**src/rtl/gpu_cmd_queue.sv**
```systemverilog
`timescale 1ns/1ps
`default_nettype none
// ============================================================================
// Module   : gpu_cmd_queue
// Purpose  : DEPTH-entry command FIFO feeding a GPU through a four-state
//            issue FSM (IDLE, SETUP, STROBE, WAIT) with one-cycle strobes.
// Revision : 1.0  initial release
// ============================================================================
module gpu_cmd_queue #(
    parameter int FB_WIDTH  = 400,
    parameter int FB_HEIGHT = 240,
    parameter int DEPTH     = 4
) (
    input  logic                          clk,
    input  logic                          reset,
    input  logic                          cmd_valid,
    output logic                          cmd_ready,
    input  logic                          cmd_op,
    input  logic [31:0]                   cmd_address,
    input  logic [15:0]                   cmd_address_x,
    input  logic [15:0]                   cmd_address_y,
    input  logic [15:0]                   cmd_image_width,
    input  logic [$clog2(FB_WIDTH)+1:0]   cmd_width,
    input  logic [$clog2(FB_HEIGHT)+1:0]  cmd_height,
    input  logic [$clog2(FB_WIDTH)+1:0]   cmd_x,
    input  logic [$clog2(FB_HEIGHT)+1:0]  cmd_y,
    input  logic [15:0]                   cmd_clear_color,
    output logic [31:0]                   ctrl_address,
    output logic [15:0]                   ctrl_address_x,
    output logic [15:0]                   ctrl_address_y,
    output logic [15:0]                   ctrl_image_width,
    output logic [$clog2(FB_WIDTH)+1:0]   ctrl_width,
    output logic [$clog2(FB_HEIGHT)+1:0]  ctrl_height,
    output logic [$clog2(FB_WIDTH)+1:0]   ctrl_x,
    output logic [$clog2(FB_HEIGHT)+1:0]  ctrl_y,
    output logic [15:0]                   ctrl_clear_color,
    output logic                          ctrl_draw,
    output logic                          ctrl_clear,
    input  logic                          gpu_busy,
    output logic [$clog2(DEPTH):0]        queue_count,
    output logic                          overflow,
    input  logic                          overflow_clear,
    output logic [15:0]                   issued_count,
    output logic                          idle
);

    localparam int XW = $clog2(FB_WIDTH) + 2;
    localparam int YW = $clog2(FB_HEIGHT) + 2;
    localparam int AW = $clog2(DEPTH);
    localparam int CW = AW + 1;
    localparam int EW = 1 + 32 + 16 * 3 + 2 * XW + 2 * YW + 16;

    typedef enum logic [1:0] {
        S_IDLE   = 2'd0,
        S_SETUP  = 2'd1,
        S_STROBE = 2'd2,
        S_WAIT   = 2'd3
    } state_t;

    logic [EW-1:0] r_mem [DEPTH];
    logic [AW-1:0] r_wr_ptr;
    logic [AW-1:0] r_rd_ptr;
    logic [CW-1:0] r_count;
    logic [EW-1:0] r_head;
    state_t        r_state;
    logic          r_draw;
    logic          r_clear;
    logic          r_overflow;
    logic [15:0]   r_issued;

    logic          w_full;
    logic          w_push;
    logic          w_pop;
    logic          w_head_op;
    logic [EW-1:0] w_push_word;

    assign w_full      = (r_count == CW'(DEPTH));
    assign w_push      = cmd_valid && !w_full;
    assign w_pop       = (r_state == S_WAIT) && !gpu_busy;
    assign w_push_word = {cmd_op, cmd_address, cmd_address_x, cmd_address_y,
                          cmd_image_width, cmd_width, cmd_height, cmd_x, cmd_y,
                          cmd_clear_color};

    // The head copy is taken when issue starts, so fields stay put through WAIT.
    assign {w_head_op, ctrl_address, ctrl_address_x, ctrl_address_y,
            ctrl_image_width, ctrl_width, ctrl_height, ctrl_x, ctrl_y,
            ctrl_clear_color} = r_head;

    assign cmd_ready    = !w_full;
    assign queue_count  = r_count;
    assign overflow     = r_overflow;
    assign issued_count = r_issued;
    assign ctrl_draw    = r_draw;
    assign ctrl_clear   = r_clear;
    assign idle         = (r_count == '0) && (r_state == S_IDLE) && !gpu_busy;

    always_ff @(posedge clk) begin
        if (reset && w_push) begin
            r_mem[r_wr_ptr] <= w_push_word;
        end
    end

    always_ff @(posedge clk) begin
        if (!reset) begin
            r_wr_ptr   <= '0;
            r_rd_ptr   <= '0;
            r_count    <= '0;
            r_head     <= '0;
            r_state    <= S_IDLE;
            r_draw     <= 1'b0;
            r_clear    <= 1'b0;
            r_overflow <= 1'b0;
            r_issued   <= '0;
        end else begin
            if (w_push) begin
                r_wr_ptr <= r_wr_ptr + AW'(1);
            end
            if (w_pop) begin
                r_rd_ptr <= r_rd_ptr + AW'(1);
            end
            case ({w_push, w_pop})
                2'b10:   r_count <= r_count + CW'(1);
                2'b01:   r_count <= r_count - CW'(1);
                default: r_count <= r_count;
            endcase

            // A new overflow wins over a same-cycle clear request.
            if (cmd_valid && w_full) begin
                r_overflow <= 1'b1;
            end else if (overflow_clear) begin
                r_overflow <= 1'b0;
            end

            r_draw  <= 1'b0;
            r_clear <= 1'b0;
            case (r_state)
                S_IDLE: begin
                    if ((r_count != '0) && !gpu_busy) begin
                        r_head  <= r_mem[r_rd_ptr];
                        r_state <= S_SETUP;
                    end
                end
                S_SETUP: begin
                    r_draw  <= !w_head_op;
                    r_clear <= w_head_op;
                    r_state <= S_STROBE;
                end
                S_STROBE: begin
                    r_state <= S_WAIT;
                end
                S_WAIT: begin
                    if (!gpu_busy) begin
                        r_issued <= r_issued + 16'd1;
                        r_state  <= S_IDLE;
                    end
                end
                default: begin
                    r_state <= S_IDLE;
                end
            endcase
        end
    end

endmodule
`default_nettype wire

```
**config.mk**
```make
export PLATFORM = sky130hd
export DESIGN_NAME = gpu_cmd_queue
export DESIGN_NICKNAME = d
export VERILOG_FILES = /design/src/rtl/gpu_cmd_queue.sv
export SDC_FILE = /design/constraint.sdc
export NUM_CORES = 1
export LEC_CHECK = 0
export BUFFER_PORTS_ARGS = -buffer_cell sky130_fd_sc_hd__buf_2
export CAP_MARGIN = 15
export CORE_ASPECT_RATIO = 0.75
export CORE_MARGIN = 2
export CORE_UTILIZATION = 55
export DETAILED_ROUTE_END_ITERATION = 8
export PLACE_DENSITY = 0.76
export SETUP_SLACK_MARGIN = 0.5
export SLEW_MARGIN = 20
export SYNTH_ARGS = -nofsm -noshare
export SYNTH_HDL_FRONTEND = slang
export SYNTH_SLANG_ARGS = --single-unit
export TNS_END_PERCENT = 1
```
**constraint.sdc**
```tcl
create_clock -name clk -period 7.45 [get_ports clk]
set_clock_uncertainty 0.05 [all_clocks]
set_input_delay 1.1175 -clock clk [delete_from_list [all_inputs] [get_ports clk]]
set_output_delay 1.1175 -clock clk [all_outputs]
set_load 0.01 [all_outputs]
```
==> summary.md, run 1 <==
| Metric | Value |
|---|---|
| Area of the core | 0.0499 mm² |
| Power density cells | 283 mW/mm² |
| Minimum clock period | 3060 ps |
| Final Hold Viols | 0 |
| Max-cap check violation count | 0 |
| Vias in the first global route | 14200 |
| Top_reg_cell synth | edfxtp_1 |
| Die height | 198 µm |
| Post-CTS setup buffer count | 0 |
| Iter 0 DRT Violations | 1304 |
| Netlist cell types | 40 |
| Critical path launch point type | flop |
| Largest fanout on the critical path | 74 |
| Clock latency at the later pin of the worst-skew pair | 600 ps |
| Ys async rst share | 0% |
| WL per Instance | 21.9 µm |
| Cts bufs inserted | 68 |
| Clk root buf | clkbuf_16 |
| Syn Inst Count | 1627 |
| Slew Limit Headroom | 25.9% |
| Clock transition at path regs | 60 ps |
| Die area | 0.0522 mm² |
| Period utilisation layout | 41.1% |
| Average via count per standard cell | around 5.5 |
| Hold Path Stages | 2 |
| CTS Hold Bufs | 0 |
| Final ANT Viol Nets | 0 |
| Syn Area/Cell | 17.0 µm² |
| Synthesized flop and latch total | 723 |
| Worst Max-Slew Pin Slew | 1110 ps |
| Post-synthesis cell area | 0.0277 mm² |
| Port bufs | 305 |
| First-pass GRT wire length | 83200 µm |
| CTS tree | built |
| Leakage power total | 0.0107 µW |
| Crit. End Element | flop |
| Area Growth Syn to Fin | 12.0% |
| IO Count | between 300 and 400 |
| Post-DP HPWL | 31500 µm |
| R2R depth | 7 |
| # clock sinks | 723 |
| Crit Path Class | flop to flop |
| Setup TNS | 0 ps |
| Total power | 8780 µW |
| Non-filler instance count after layout | about 2500 |
| Layout cells sized above 1 | 31.2% |
| CP arrival | 3530 ps |
| Number of antenna violations at the first check in global routing | 20 |
| Starting Density | 55.4% |
| H-tree depth | 3 |
| Fmax | approximately 0.33 GHz |
| Final setup viols | 0 |
| Routed WL | 55200 µm |
| Setup ws final | 4390 ps |
| Nets | 1950 |
| TritonRoute pass-1 iters | 5 |
| Warnings from Yosys | 0 |
| Max Slew Vio Count | 0 |
| Cells after DPL | 2381 |
| Status | complete, no violations |
| Via count | roughly 14000 |
| Row cnt | between 70 and 80 |
| DRC | 0 |
| GPL Wtd Cong | 0.808 |
| Largest net degree at the start of global routing | 112 |
| Peak supply drop | 0.220 mV |
| Die W | 263 µm |
| Gr usage total | between 20% and 30% |
| Sequential fraction of the synthesis area | 72.4% |
| RSZ-0062 raised after global routing | false |
| Hold WC Path Type | flop to flop |
| Post-synth EDFFs | 556 |
| Dpl ws | 3750 ps |
| Data required time at the worst endpoint | around 8000 ps |
| Post-CTS Resized | 0 |
| Clk buf depth | 3 |
| Syn_nets | 1782 |
| Global route overflow | 0 |
per-stage QoR:
step / hold WS (ps) / util [%] / cell area (µm²)
3_3_place_gp: 386 / 57.4 / 28700
3_5_place_dp: 392 / 57.4 / 28700
5_1_grt: 416 / 62.1 / 31000
2_1_floorplan: 352 / - / 27700
4_1_cts: 400 / 62.0 / 30900
6_report: 399 / 62.1 / 31000
routing by layer:
metal | vias up | share of wire [%] | GRT usage [%]
met5 | - | 0.15 | 0
met3 | 92 | 7.6 | 6.14
met1 | 7034 | 42 | 29.0
li1 | 6279 | - | -
met4 | 14 | 2.1 | 6.79
met2 | 445 | 48 | 33.6
cell usage after synthesis (2+ instances only):
master | n | share of area [%]
buf_6 | 13 | 0.53
nand2b_1 | 4 | 0.090
and3_1 | 6 | 0.14
o21ai_0 | 3 | 0.054
clkbuf_1 | 21 | 0.28
buf_2 | 33 | 0.60
edfxtp_1 | 556 | 60
nor4_1 | 4 | 0.090
dfxtp_1 | 167 | 12
xnor2_1 | 10 | 0.32
a21boi_0 | 33 | 0.90
a21boi_1 | 110 | 3.0
nor3_1 | 3 | 0.054
nor2_1 | 3 | 0.041
mux4_2 | 139 | 11
nand3_1 | 5 | 0.090
xor2_1 | 7 | 0.22
ha_1 | 10 | 0.45
nand2_1 | 291 | 3.9
and2_1 | 18 | 0.41
nand4b_1 | 2 | 0.063
mux2i_1 | 3 | 0.11
inv_1 | 12 | 0.16
or3_1 | 2 | 0.045
buf_4 | 155 | 4.2
nand4_1 | 3 | 0.068
registers in the layout, indices dropped and copies added (netlist names):
signal and flops:
r_mem 556, r_head 139, issued_count 16, queue_count 3, r_rd_ptr 2, r_state 2
r_wr_ptr 2, ctrl_clear 1, ctrl_draw 1, overflow 1
power by group:
part | leakage, µW | switching [µW] | internal, µW
Clock | 0.00113 | 1440 | 2050
Combinational | 0.00316 | 430 | 252
Sequential | 0.00641 | 79.1 | 4520
Total | 0.0107 | 1950 | 6830
cells in the final DEF (no fill, tap or decap), drive strengths merged, types with 3 or more instances in the layout:
cell type,instances
ha,10
mux2i,3
buf,320
dfxtp,167
nor4,5
nand3,5
nand2,291
edfxtp,556
inv,14
a21boi,143
xnor2,10
nand4,3
bufinv,5
nor3,4
diode,15
o21ai,3
mux4,139
nor2,3
and2,19
nand2b,4
xor2,7
clkinv,18
and3,6
clkbuf,100
cell families after synthesis:
group	after synthesis	share of synthesized area, %
DFF	723	72.4
and+or+nand+nor	349	5.29
buffers and inverters	235	5.79
AOI/OAI and AO/OA	150	4.04
muxes	142	11.4
xor gates and xnor gates	17	0.538
adders and majority gates	11	0.524
critical path, stage by stage (launching register included):
cell and delay [ps]:
dfxtp_1 380, inv_1 80, ha_1 250, nand2b_1 180, or2_4 730, buf_4 810
nand2_1 100, a21boi_0 210
cell type report:
| class | count | area, µm² |
|---|---|---|
| fillers | 3555 | 18900 |
| flip-flops and latches | 723 | 20000 |
| multi-input cells | 669 | 6070 |
| inverters | 13 | 48.8 |
| well taps | 657 | 822 |
| clock inverters | 25 | 287 |
| clock buffers | 100 | 2010 |
| diodes | 15 | 37.5 |
| repair buffers | 320 | 1700 |
worst paths after layout:
kind	startpoint	endpoint	slack [ps]
min	r_head[109]	r_head[109]	400
min reg2reg	r_head[109]	r_head[109]	400
max	r_state[0]	r_head[82]	4390
max reg2reg	r_state[0]	r_head[82]	4390
Note: power is estimated with default switching activity, not from simulation.
==> run 2, diff against run 1 <==
Settings changed: CORE_UTILIZATION 55 to 53.
Clock period 7.45 ns to 2.6 ns, I/O delays scaled along.
==> summary.md, run 2 (same netlist as run 1, synthesis figures left out) <==
| Metric | Value |
|---|---|
| Status | complete, no violations |
| Largest net degree at the start of global routing | 169 |
| Max FFs per register | 556 |
| Routed WL | 56300 µm |
| Average via count per standard cell | 5.36 |
| Max-cap check violation count | 0 |
| Final ANT Viol Nets | 0 |
| Critical path launch point type | flop |
| Critical Path, Cell by Cell | or3b_4 > and2_4 > inv_4 > ha_4 > inv_2 > fa_2 > xor2_1 > or3_1 > a21boi_1 |
| Minimum clock period | between 2000 and 2500 ps |
| H-tree depth | 3 |
| IO Count | just over 300 |
| Area of the core | 0.0515 mm² |
| Dpl cell area | about 0.029 mm² |
| Buf+Inv Stages, Crit Path | 2 |
| Layout cells sized above 1 | 30.1% |
| Period utilisation layout | 83.9% |
| WL per Instance | 20.7 µm |
| Hold WC Path Type | primary input to flop |
| WP depth | 9 |
| Number of antenna violations at the first check in global routing | 4 |
| Post-DP HPWL | 31600 µm |
| Global route overflow | 0 |
| Row cnt | 72 |
| Iter 0 DRT Violations | 891 |
| Worst path top cell family by delay | simple AND/OR/NAND/NOR gates |
| Starting Density | 53.7% |
| Crit. End Element | flop |
| # clock sinks | around 720 |
| Via count | about 15000 |
| CTS tree | built |
| Setup TNS | 0 ps |
| CP max stage cell | or3b_4 |
| Clk root buf | clkbuf_16 |
| Port bufs | 305 |
| Most flops, register | r_mem |
| Setup ws final | 418 ps |
| Leakage power total | 0.0115 µW |
| First-pass GRT wire length | 86300 µm |
| Clock transition at path regs | 60 ps |
| CP peak stage delay | 390 ps |
| Final setup viols | 0 |
| Dpl ws | 233 ps |
| Gr usage total | 21.1% |
| Post-route cell area | around 0.033 mm² |
| R2R depth | 9 |
| Cts bufs inserted | 70 |
| Clock latency at the later pin of the worst-skew pair | 590 ps |
| Worst Max-Slew Pin Slew | 747 ps |
| Fmax | between 0.4 and 0.5 GHz |
| Power density cells | 775 mW/mm² |
| CP arrival | 2640 ps |
| Die W | 268 µm |
| Commonest non-fill, non-tap cells in the layout | edfxtp_1 (556), buf_2 (304), nand2_1 (291) |
| GPL Wtd Cong | 0.788 |
| Largest fanout on the critical path | 2 |
| Peak supply drop | 0.685 mV |
| Hold Path Stages | 3 |
| Max Slew Vio Count | 0 |
| Area Growth Syn to Fin | 18.8% |
| Final Hold Viols | 0 |
| Vias in the first global route | 15400 |
| Clk buf depth | 3 |
| Most common cell after layout, fill and taps aside | edfxtp_1 |
| Data required time at the worst endpoint | 3060 ps |
| DRC | 0 |
| Crit Path Class | flop to flop |
| Nets | roughly 2100 |
| TritonRoute pass-1 iters | 5 |
| Die area | 0.0541 mm² |
| Die height | 202 µm |
| RSZ-0062 raised after global routing | true |
| Slew Limit Headroom | 50.2% |
==> run 2: changes by cell type in the layout (fill, tap and decap cells not counted), sizes merged <==
cell and change:
bufinv -1, buf +20, dlygate4sd3 +140, inv +2, diode -12, clkinv +2
==> run 2: through the flow <==
step                hold WS (ps)  util [%]  total power (µW)  cells
floorplan                    352         -             14900   1627
global placement             387      56.4             15400   2441
detailed placement           392      56.4             15500   2441
CTS                         42.6      63.8             25700   2716
global route                93.7      63.8             26400   2719
finish                       102      63.8             25500   2719
==> run 2: worst paths after layout <==
check	from	to	slack, ps
worst max-delay path	queue_count[1]	queue_count[2]	420
worst max register to register	queue_count[1]	queue_count[2]	420
worst min register to register	r_head[73]	r_head[73]	400
worst min-delay path	overflow_clear	overflow	100
==> run 2: area by class of cell <==
cell class,instances,area [µm²]
repair buffers,480,3490
clock inverters,28,275
diodes,3,7.51
clock buffers,100,2030
fillers,3580,18600
flip-flops and latches,723,20100
multi-input cells,669,6100
well taps,703,880
inverters,13,51.3
==> run 2: per-layer routing <==
metal / global-route usage [%] / vias up / part of all wire, %
li1: - / 6587 / -
met1: 27.6 / 7485 / 42
met2: 35.7 / 415 / 50
met3: 4.08 / 87 / 5.1
met4: 6.70 / 2 / 2.3
met5: 0 / - / 0.023
==> run 2: power by group <==
group	internal (µW)	leakage, µW	switching, µW
clock network	5870	0.00113	4210
registers	12900	0.00641	206
logic	945	0.00392	1320
total	19800	0.0115	5730
==> run 2: tightest hold or removal path: stages <==
cell	delay, ps
buf_2	80
o22ai_1	60
and2_1	150
==> run 2: timing repair <==
| action | in CTS | in global routing |
|---|---|---|
| pin swaps | 4 | 2 |
| hold endpoints to repair | 557 | 0 |
| resized for setup | 12 | 1 |
| setup endpoints to repair | 3 | 63 |
| buffers inserted | 7 | 0 |
| hold buffers | 140 | 0 |
==> run 3, diff against run 2 <==
Clock period 2.6 ns to 2 ns, I/O delays scaled along.
==> summary.md, run 3 (same netlist as run 1, synthesis figures left out) <==
| Metric | Value |
|---|---|
| Status | finished with violations |
| Failing checks | setup timing |
| Crit Path Class | flop to flop |
| DRC | 0 |
| Nets | 2224 |
| CTS tree | built |
| Final Util | 70.3% |
| R2r endpoint | queue_count[2] |
| Setup ws final | -164 ps |
| Global route overflow | 0 |
| RSZ-0062 raised after global routing | true |
| Leakage power total | around 0.013 µW |
| Commonest non-fill, non-tap cells in the layout | edfxtp_1 (556), buf_2 (303), dfxtp_1 (159) |
| Hold Path Stages | 4 |
| Fmax | 0.462 GHz |
| Most common cell after layout, fill and taps aside | edfxtp_1 |
| Starting Density | 53.7% |
| Slew Limit Headroom | between 50 and 60% |
| Layout cells sized above 1 | 46.8% |
| Largest fanout on the critical path | 2 |
| Clock transition at path regs | 60 ps |
| Iter 0 DRT Violations | 1287 |
| IO Count | 306 |
| Row cnt | 72 |
| Data required time at the worst endpoint | 2460 ps |
| Area Growth Syn to Fin | 30.8% |
| Die height | 202 µm |
| Number of antenna violations at the first check in global routing | 3 |
| Final ANT Viol Nets | 0 |
| GPL Wtd Cong | 0.798 |
| Cell-internal power | roughly 27000 µW |
| Clk buf depth | 3 |
| Clock power frac | a little under two fifths |
| Comb power frac | between 10% and 20% |
| Switching share of power | between 20% and 30% |
| Total power | between 30000 and 40000 µW |
| Hold path endpoint | overflow |
| Cts bufs inserted | 68 |
| Most flops, register | r_mem |
| Port bufs | 305 |
| Die W | about 270 µm |
| WL per Instance | 22.6 µm |
| # clock sinks | 723 |
| Gr usage total | between 20% and 30% |
| Power density cells | just under 1000 mW/mm² |
| Reg2Reg Launch Point | queue_count[2] |
| Clock latency at the later pin of the worst-skew pair | around 600 ps |
| Max-cap check violation count | 0 |
| CP arrival | between 2000 and 3000 ps |
| Sw power | 8370 µW |
| Fillers | roughly 3100 |
| First-pass GRT wire length | 93500 µm |
| Vias in the first global route | 16300 |
| H-tree depth | 3 |
| HP Start | cmd_valid |
| Post-DP HPWL | 35500 µm |
| Setup crit start | queue_count[2] |
| Peak supply drop | 1.02 mV |
| Sequential power share | around half |
| Critical path launch point type | flop |
| Minimum clock period | 2160 ps |
| Area of the core | 0.0515 mm² |
| Worst Max-Slew Pin Slew | 733 ps |
| Clk root buf | clkbuf_16 |
| Max Slew Vio Count | 0 |
| Via count | 15500 |
| Crit. End Element | flop |
| R2R depth | 9 |
| Largest net degree at the start of global routing | 169 |
| Max FFs per register | 556 |
| Period utilisation layout | 108% |
| Final Hold Viols | 0 |
| Die area | 0.0541 mm² |
| R2R Setup Slk | -160 ps |
| Hold WC Path Type | primary input to flop |
| Final setup viols | 1 |
| Routed WL | 64000 µm |
| Average via count per standard cell | 5.48 |
| TritonRoute pass-1 iters | 5 |
==> run 3: cell type report <==
class                      count  area [µm²]  share of cell area [%]
multi-input combinational    669        7460                    20.6
clock inverter                24         310                   0.857
inverter                      13        56.3                   0.155
tap                          703         880                    2.43
antenna                        3        7.51                  0.0207
timing repair buffer         594        5480                    15.1
clock buffer                  99        1960                    5.41
sequential                   723       20100                    55.4
==> run 3: worst max-delay path by stage <==
stage                           to  cells past startpoint
CTS                 queue_count[2]                      9
global placement    queue_count[2]                      9
finish              queue_count[2]                      9
global route        queue_count[2]                      9
detailed placement  queue_count[2]                      9
floorplan              r_mem[1][0]                      4
==> run 3: layer usage <==
metal	GRT usage [%]	part of all wire, %	vias up
li1	-	-	6853
met1	30.0	40	7961
met2	38.7	51	559
met3	4.54	5.8	116
met4	7.88	2.7	0
met5	0	0	-
==> run 3: power by group through the flow <==
stage,registers [µW],logic (µW),clock network (µW)
5_1_grt,17300,5150,13900
6_report,17200,4860,13100
2_1_floorplan,17400,1950,0
3_3_place_gp,17400,2940,0
4_1_cts,17100,4090,13300
3_5_place_dp,17400,3030,0
==> run 3: through the flow <==
step | hold slack, ps | TNS, ps | instances | cell area, µm² | setup slack, ps
floorplan | 349 | -218900 | 1627 | 27700 | -395
global placement | 377 | -274 | 2523 | 30100 | -274
detailed placement | 388 | -298 | 2523 | 30100 | -293
CTS | 37.2 | -147 | 2806 | 34900 | -147
global route | 73.0 | -363 | 2827 | 36200 | -250
finish | 63.6 | -164 | 2828 | 36200 | -164
==> run 3: critical path, stage by stage, from the launching register on <==
cell	delay [ps]
dfxtp_4	340
or3b_4	370
and2_4	160
inv_4	60
ha_4	140
inv_2	40
fa_2	330
xor2_1	160
or3_1	320
a21boi_1	120
==> run 3: what timing repair did <==
action                                  4_1_cts  5_1_grt
endpoints found under the hold margin       558        0
hold buffers                                141        0
pin swaps                                   234      200
gates resized for setup                     279      259
endpoints found under the setup margin      735      781
gates cloned                                  8        7
buffers inserted                             11       12
